## config.mk

```make
export PLATFORM = sky130hd
export DESIGN_NAME = mmio_controller
export DESIGN_NICKNAME = d
export VERILOG_FILES = /design/src/rtl/mmio_controller.sv
export SDC_FILE = /design/constraint.sdc
export NUM_CORES = 1
export LEC_CHECK = 0
export CAP_MARGIN = 20
export CORE_UTILIZATION = 46
export CTS_CLUSTER_DIAMETER = 100
export DETAILED_ROUTE_END_ITERATION = 8
export PLACE_DENSITY_LB_ADDON = 0.3
export SLEW_MARGIN = 20
export SYNTH_ARGS = -nofsm -noshare
export SYNTH_HDL_FRONTEND = slang
export SYNTH_SLANG_ARGS = --single-unit
export TNS_END_PERCENT = 30
```

## constraint.sdc

```tcl
create_clock -name clock -period 3.13 [get_ports clock]
set_input_delay 0.939 -clock clock [delete_from_list [all_inputs] [get_ports clock]]
set_output_delay 0.939 -clock clock [all_outputs]
set_load 0.05 [all_outputs]
```

## src/rtl/mmio_controller.sv

```systemverilog
// Memory-mapped I/O front end for the processor data port: splits the address space
// between data RAM and board I/O (switches, LEDs, PS/2 key FIFO, audio tone register).
module mmio_controller #(
    parameter int IO_BASE   = 4096,
    parameter int KEY_DEPTH = 8,
    parameter int TONE_W    = 16
) (
    input  logic              clock,
    input  logic              reset,
    input  logic [31:0]       address_dmem,
    input  logic [31:0]       data,
    input  logic              wren,
    output logic [31:0]       q_dmem,
    output logic              ram_wEn,
    output logic [11:0]       ram_addr,
    output logic [31:0]       ram_dataIn,
    input  logic [31:0]       ram_dataOut,
    input  logic [15:0]       SW,
    input  logic [7:0]        key_code,
    input  logic              key_valid,
    output logic [15:0]       LED,
    output logic [TONE_W-1:0] tone,
    output logic              key_irq
);

    localparam int PTR_W = $clog2(KEY_DEPTH);
    localparam int CNT_W = PTR_W + 1;

    localparam logic [31:0] IO_BASE_ADDR = 32'(IO_BASE);
    localparam logic [31:0] OFF_SW       = 32'd0;
    localparam logic [31:0] OFF_LED      = 32'd1;
    localparam logic [31:0] OFF_STAT     = 32'd2;
    localparam logic [31:0] OFF_DATA     = 32'd3;
    localparam logic [31:0] OFF_TONE     = 32'd4;

    localparam logic [CNT_W-1:0] FULL_COUNT = CNT_W'(KEY_DEPTH);

    typedef enum logic {
        SEL_RAM = 1'b0,
        SEL_IO  = 1'b1
    } sel_t;

    // ------------------------------------------------------------------
    // Address decode
    // ------------------------------------------------------------------
    logic        is_ram;
    logic [31:0] io_off;
    logic        hit_sw;
    logic        hit_led;
    logic        hit_stat;
    logic        hit_data;
    logic        hit_tone;

    assign is_ram   = (address_dmem < IO_BASE_ADDR);
    assign io_off   = address_dmem - IO_BASE_ADDR;
    assign hit_sw   = !is_ram && (io_off == OFF_SW);
    assign hit_led  = !is_ram && (io_off == OFF_LED);
    assign hit_stat = !is_ram && (io_off == OFF_STAT);
    assign hit_data = !is_ram && (io_off == OFF_DATA);
    assign hit_tone = !is_ram && (io_off == OFF_TONE);

    assign ram_wEn    = wren && is_ram;
    assign ram_addr   = address_dmem[11:0];
    assign ram_dataIn = data;

    // ------------------------------------------------------------------
    // State
    // ------------------------------------------------------------------
    logic [15:0]       sw_meta_reg;
    logic [15:0]       sw_sync_reg;
    logic [15:0]       led_reg;
    logic [TONE_W-1:0] tone_reg;
    logic              key_irq_reg;
    sel_t              sel_q_reg;
    logic [31:0]       io_rdata_reg;

    logic [7:0]        key_mem [KEY_DEPTH];
    logic [PTR_W-1:0]  wr_ptr_reg;
    logic [PTR_W-1:0]  rd_ptr_reg;
    logic [CNT_W-1:0]  count_reg;
    logic              overflow_reg;

    // ------------------------------------------------------------------
    // Scan-code FIFO control
    // ------------------------------------------------------------------
    logic             fifo_empty;
    logic             fifo_full;
    logic             do_pop;
    logic             do_push;
    logic             key_dropped;
    logic             stat_rd;
    logic [CNT_W-1:0] count_next;
    logic             overflow_next;

    assign fifo_empty = (count_reg == '0);
    assign fifo_full  = (count_reg == FULL_COUNT);
    assign stat_rd    = hit_stat && !wren;

    // A pop frees a slot in the same cycle, so a push into a full FIFO survives it.
    assign do_pop      = hit_data && !wren && !fifo_empty;
    assign do_push     = key_valid && (!fifo_full || do_pop);
    assign key_dropped = key_valid && fifo_full && !do_pop;

    assign count_next = count_reg + CNT_W'(do_push) - CNT_W'(do_pop);

    // A drop in the same cycle as a status read wins over the read-clear.
    always_comb begin
        overflow_next = overflow_reg;
        if (key_dropped) begin
            overflow_next = 1'b1;
        end else if (stat_rd) begin
            overflow_next = 1'b0;
        end
    end

    always_ff @(posedge clock) begin
        if (do_push) begin
            key_mem[wr_ptr_reg] <= key_code;
        end
    end

    // ------------------------------------------------------------------
    // I/O read word, captured on the same edge that registers sel_q
    // ------------------------------------------------------------------
    logic [3:0]  stat_count;
    logic [31:0] stat_word;
    logic [31:0] io_word;

    assign stat_count = 4'(count_reg);
    assign stat_word  = {24'd0, stat_count, 2'b00, overflow_reg, !fifo_empty};

    always_comb begin
        io_word = 32'd0;
        if (hit_sw) begin
            io_word = {16'd0, sw_sync_reg};
        end else if (hit_led) begin
            io_word = {16'd0, led_reg};
        end else if (hit_stat) begin
            io_word = stat_word;
        end else if (hit_data && do_pop) begin
            io_word = {24'd0, key_mem[rd_ptr_reg]};
        end else if (hit_tone) begin
            io_word = 32'(tone_reg);
        end
    end

    // ------------------------------------------------------------------
    // Registers
    // ------------------------------------------------------------------
    always_ff @(posedge clock or negedge reset) begin
        if (!reset) begin
            sw_meta_reg  <= '0;
            sw_sync_reg  <= '0;
            led_reg      <= '0;
            tone_reg     <= '0;
            key_irq_reg  <= 1'b0;
            sel_q_reg    <= SEL_RAM;
            io_rdata_reg <= '0;
            wr_ptr_reg   <= '0;
            rd_ptr_reg   <= '0;
            count_reg    <= '0;
            overflow_reg <= 1'b0;
        end else begin
            sw_meta_reg <= SW;
            sw_sync_reg <= sw_meta_reg;

            if (wren && hit_led) begin
                led_reg <= data[15:0];
            end
            if (wren && hit_tone) begin
                tone_reg <= data[TONE_W-1:0];
            end

            sel_q_reg    <= is_ram ? SEL_RAM : SEL_IO;
            io_rdata_reg <= io_word;

            // Pointer arithmetic relies on KEY_DEPTH being a power of two.
            if (do_push) begin
                wr_ptr_reg <= wr_ptr_reg + PTR_W'(1);
            end
            if (do_pop) begin
                rd_ptr_reg <= rd_ptr_reg + PTR_W'(1);
            end
            count_reg    <= count_next;
            overflow_reg <= overflow_next;
            key_irq_reg  <= (count_next != '0);
        end
    end

    assign q_dmem  = (sel_q_reg == SEL_RAM) ? ram_dataOut : io_rdata_reg;
    assign LED     = led_reg;
    assign tone    = tone_reg;
    assign key_irq = key_irq_reg;

endmodule
```

==> run metrics <==
Cell Rows 44; die area roughly 16000 µm²; Worst path top cell family by delay simple AND/OR/NAND/NOR gates; post-synth net total 610; final wirelength between 15 and 20 mm; final core utilization about three quarters; Met1 Wirelength 7.112 mm; die height ~130 µm; Placed Area roughly 10000 µm²; Post-Syn Area 6995 µm²; post-synth cell types 56; Post-DP HPWL 14.84 mm; clk_lat worst skew a little over 0.4 ns; CP peak stage delay around 0.56 ns; Critical Path End Type flip-flop; H-tree Lvls 4; routed wl met2 roughly 11 mm; Area Growth Syn to Fin 53.78%; Largest register FFs 64; EDFF count, synth 64; DRC Markers 23; GRT Total Usage a little over a quarter; Port-buffer cells around 200; FMAX between 300 and 400 MHz; Primary FF master, synth dfrtp_1; PnR worst setup slack -0.08746 ns; CP Buf/Inv Count 1; most common cell after layout, fill and taps aside clkdlybuf4s50_1; Initial Util 47.59%; CTS max path bufs 2; Tcrit/Tclk final 102.8%; Top Ports ~230; Rel. slew slack between 50 and 60%; Placed Cells 865; worst-margin pin slew slightly below 0.7 ns; most frequent cells in the layout clkdlybuf4s50_1 (107), dfrtp_1 (93), buf_4 (81); kind of critical path in2reg; sequential area share after synthesis between 60% and 70%; Num CTS Buffers 17; Highest Signal Layer met4; clock slew at the register clock pins of the worst setup and hold paths around 0.06 ns; Seq cells post-synth 157; Routed WL per cell 21.71 µm; critical path launch point type input pin; nets between 800 and 900; Cell Pwr Density around 500 nW/µm²; register bank with the most flops key_mem; Antenna Cells 0; DR vias/cell between 5 and 6; Pre-antenna DRT Iters 7; GRT overflow 0; final hold slack 0.3485 ns; max-cap violation count 0; CP max-delay cell or4_4; Post-synth ARST share 59.24%; vias in the first global route between 5000 and 6000; Hold Fails Final Rpt 0; status finished with violations; skew final about 0.0058 ns; post-layout minimum cycle time about 3.2 ns; Worst VDD drop 0.5427 mV; CTS tree built; Routed Antenna Nets 0; synth warn 0; Final Setup Violations 2; fillers 863; root buffer cell clkbuf_16; Avg Inst Size Synth between 10 and 15 µm²; worst endpoint required time ~3.4 ns; non-filler instance count after layout 917; initial drt markers between 300 and 400; P_leak ~4.5 nW; first-pass GRT wire length 30.51 mm; TNS Setup -0.09396 ns; Max Slew Vio Count 0; Hold Buf Count CTS 0; Core ar. approximately 15000 µm²; largest net degree at the start of global routing 52; failing checks DRC, setup timing; Final GP Congestion slightly below 0.9; final non-filler cell area approximately 11000 µm²; Syn Inst Count between 400 and 500; WP data arrival around 3.5 ns; critical path fanouts, max 2; total clock sinks ~160; initial antenna violation count 0; routed wl met3 1.233 mm; RSZ-0062 raised after global routing yes; CP Cell Sequence dlygate4sd2_1 > nor4_2 > nand4_1 > or4_4 > o211ai_1 > nand2_1 > ha_2 > a21o_1 > a21oi_2 > xor2_2 > or4_1; Setup WS pre-CTS -0.8132 ns; vias after detailed routing 5059; Hold Path Class reg2reg; Die W approximately 130 µm; share of cells above drive strength 1 between 40% and 50%; total power between 5 and 6 mW
worst paths after layout:
kind / slack (ns) / from / cells after the start / end
min in group asynchronous: 0.53 / reset / 1 / LED[12]$_DFFE_PN0P_
setup / recovery: -0.09 / address_dmem[15] / 11 / key_irq$_DFF_PN0_
max in group asynchronous: 1.76 / reset / 2 / sw_sync_reg[2]$_DFF_PN0_
setup reg to reg: -0.03 / count_reg[2]$_DFF_PN0_ / 13 / key_irq$_DFF_PN0_
hold reg to reg: 0.35 / sw_meta_reg[9]$_DFF_PN0_ / 0 / sw_sync_reg[9]$_DFF_PN0_
hold / removal: 0.35 / sw_meta_reg[9]$_DFF_PN0_ / 0 / sw_sync_reg[9]$_DFF_PN0_
synth_stat cells (2+ instances only):
cell,n,share of area [%]
nand2b_1,2,0.18
mux2_1,11,1.8
or4_1,2,0.21
buf_4,45,4.8
a221o_1,8,1.1
a21oi_1,4,0.29
clkbuf_1,7,0.38
nor4_1,4,0.36
or3_1,6,0.54
nor2b_1,19,1.7
or2_2,2,0.18
a32oi_1,5,0.63
nand4_1,3,0.27
o221ai_1,7,0.88
o211ai_1,6,0.64
mux2i_1,3,0.43
edfxtp_1,64,27
nor2_1,10,0.54
nand3b_1,4,0.43
ha_1,7,1.3
nand2_1,9,0.48
and2_1,3,0.27
mux4_2,16,5.2
nor4_2,6,1.1
buf_2,8,0.57
buf_1,3,0.16
nand4b_1,2,0.25
and3_1,10,0.89
inv_1,8,0.43
nor3_1,5,0.36
mux2_2,43,6.9
nor3b_1,4,0.43
xnor2_1,5,0.63
a22oi_1,2,0.21
nand3_1,22,1.6
dfrtp_1,93,33
cell type report:
class | count | area, µm² | share of cell area (%)
Timing Repair Buffer | 287 | 3243 | 30.15
Clock inverter | 14 | 132.6 | 1.233
Multi-Input combinational cell | 249 | 2434 | 22.62
Inverter | 8 | 30.03 | 0.2791
Clock buffer | 18 | 439.2 | 4.082
Tap cell | 184 | 230.2 | 2.140
Sequential cell | 157 | 4249 | 39.50
per-layer routing:
| metal | GRT usage (%) | vias up |
|---|---|---|
| li1 | - | 2249 |
| met1 | 29.57 | 2554 |
| met2 | 48.31 | 215 |
| met3 | 5.306 | 41 |
| met4 | 11.05 | 0 |
| met5 | 0 | - |
power breakdown:
part           total, mW  switching (mW)  internal [mW]
sequential          2.47           0.114           2.36
clock               1.97           0.834           1.13
combinational      0.981           0.489          0.492
total               5.42            1.44           3.98
repair_timing:
| item | in CTS | in global routing |
|---|---|---|
| pin swaps | 16 | 16 |
| endpoints found under the hold margin | 0 | 0 |
| buffers inserted | 17 | 3 |
| endpoints found under the setup margin | 4 | 3 |
| gates resized for setup | 81 | 41 |
cells by family (layout without fill, tap and decap cells):
group	Yosys count	in the layout	share of synthesized area (%)
AO/OA/AOI/OAI	39	39	4.633
XOR/XNOR	6	6	0.7512
adder cells (fa/ha/maj)	8	8	1.538
buffers and inverters	72	327	6.582
flip-flops	157	157	60.74
multiplexers	73	73	14.27
AND/OR/NAND/NOR	123	123	11.48
Note: power is estimated with default switching activity, not from simulation.
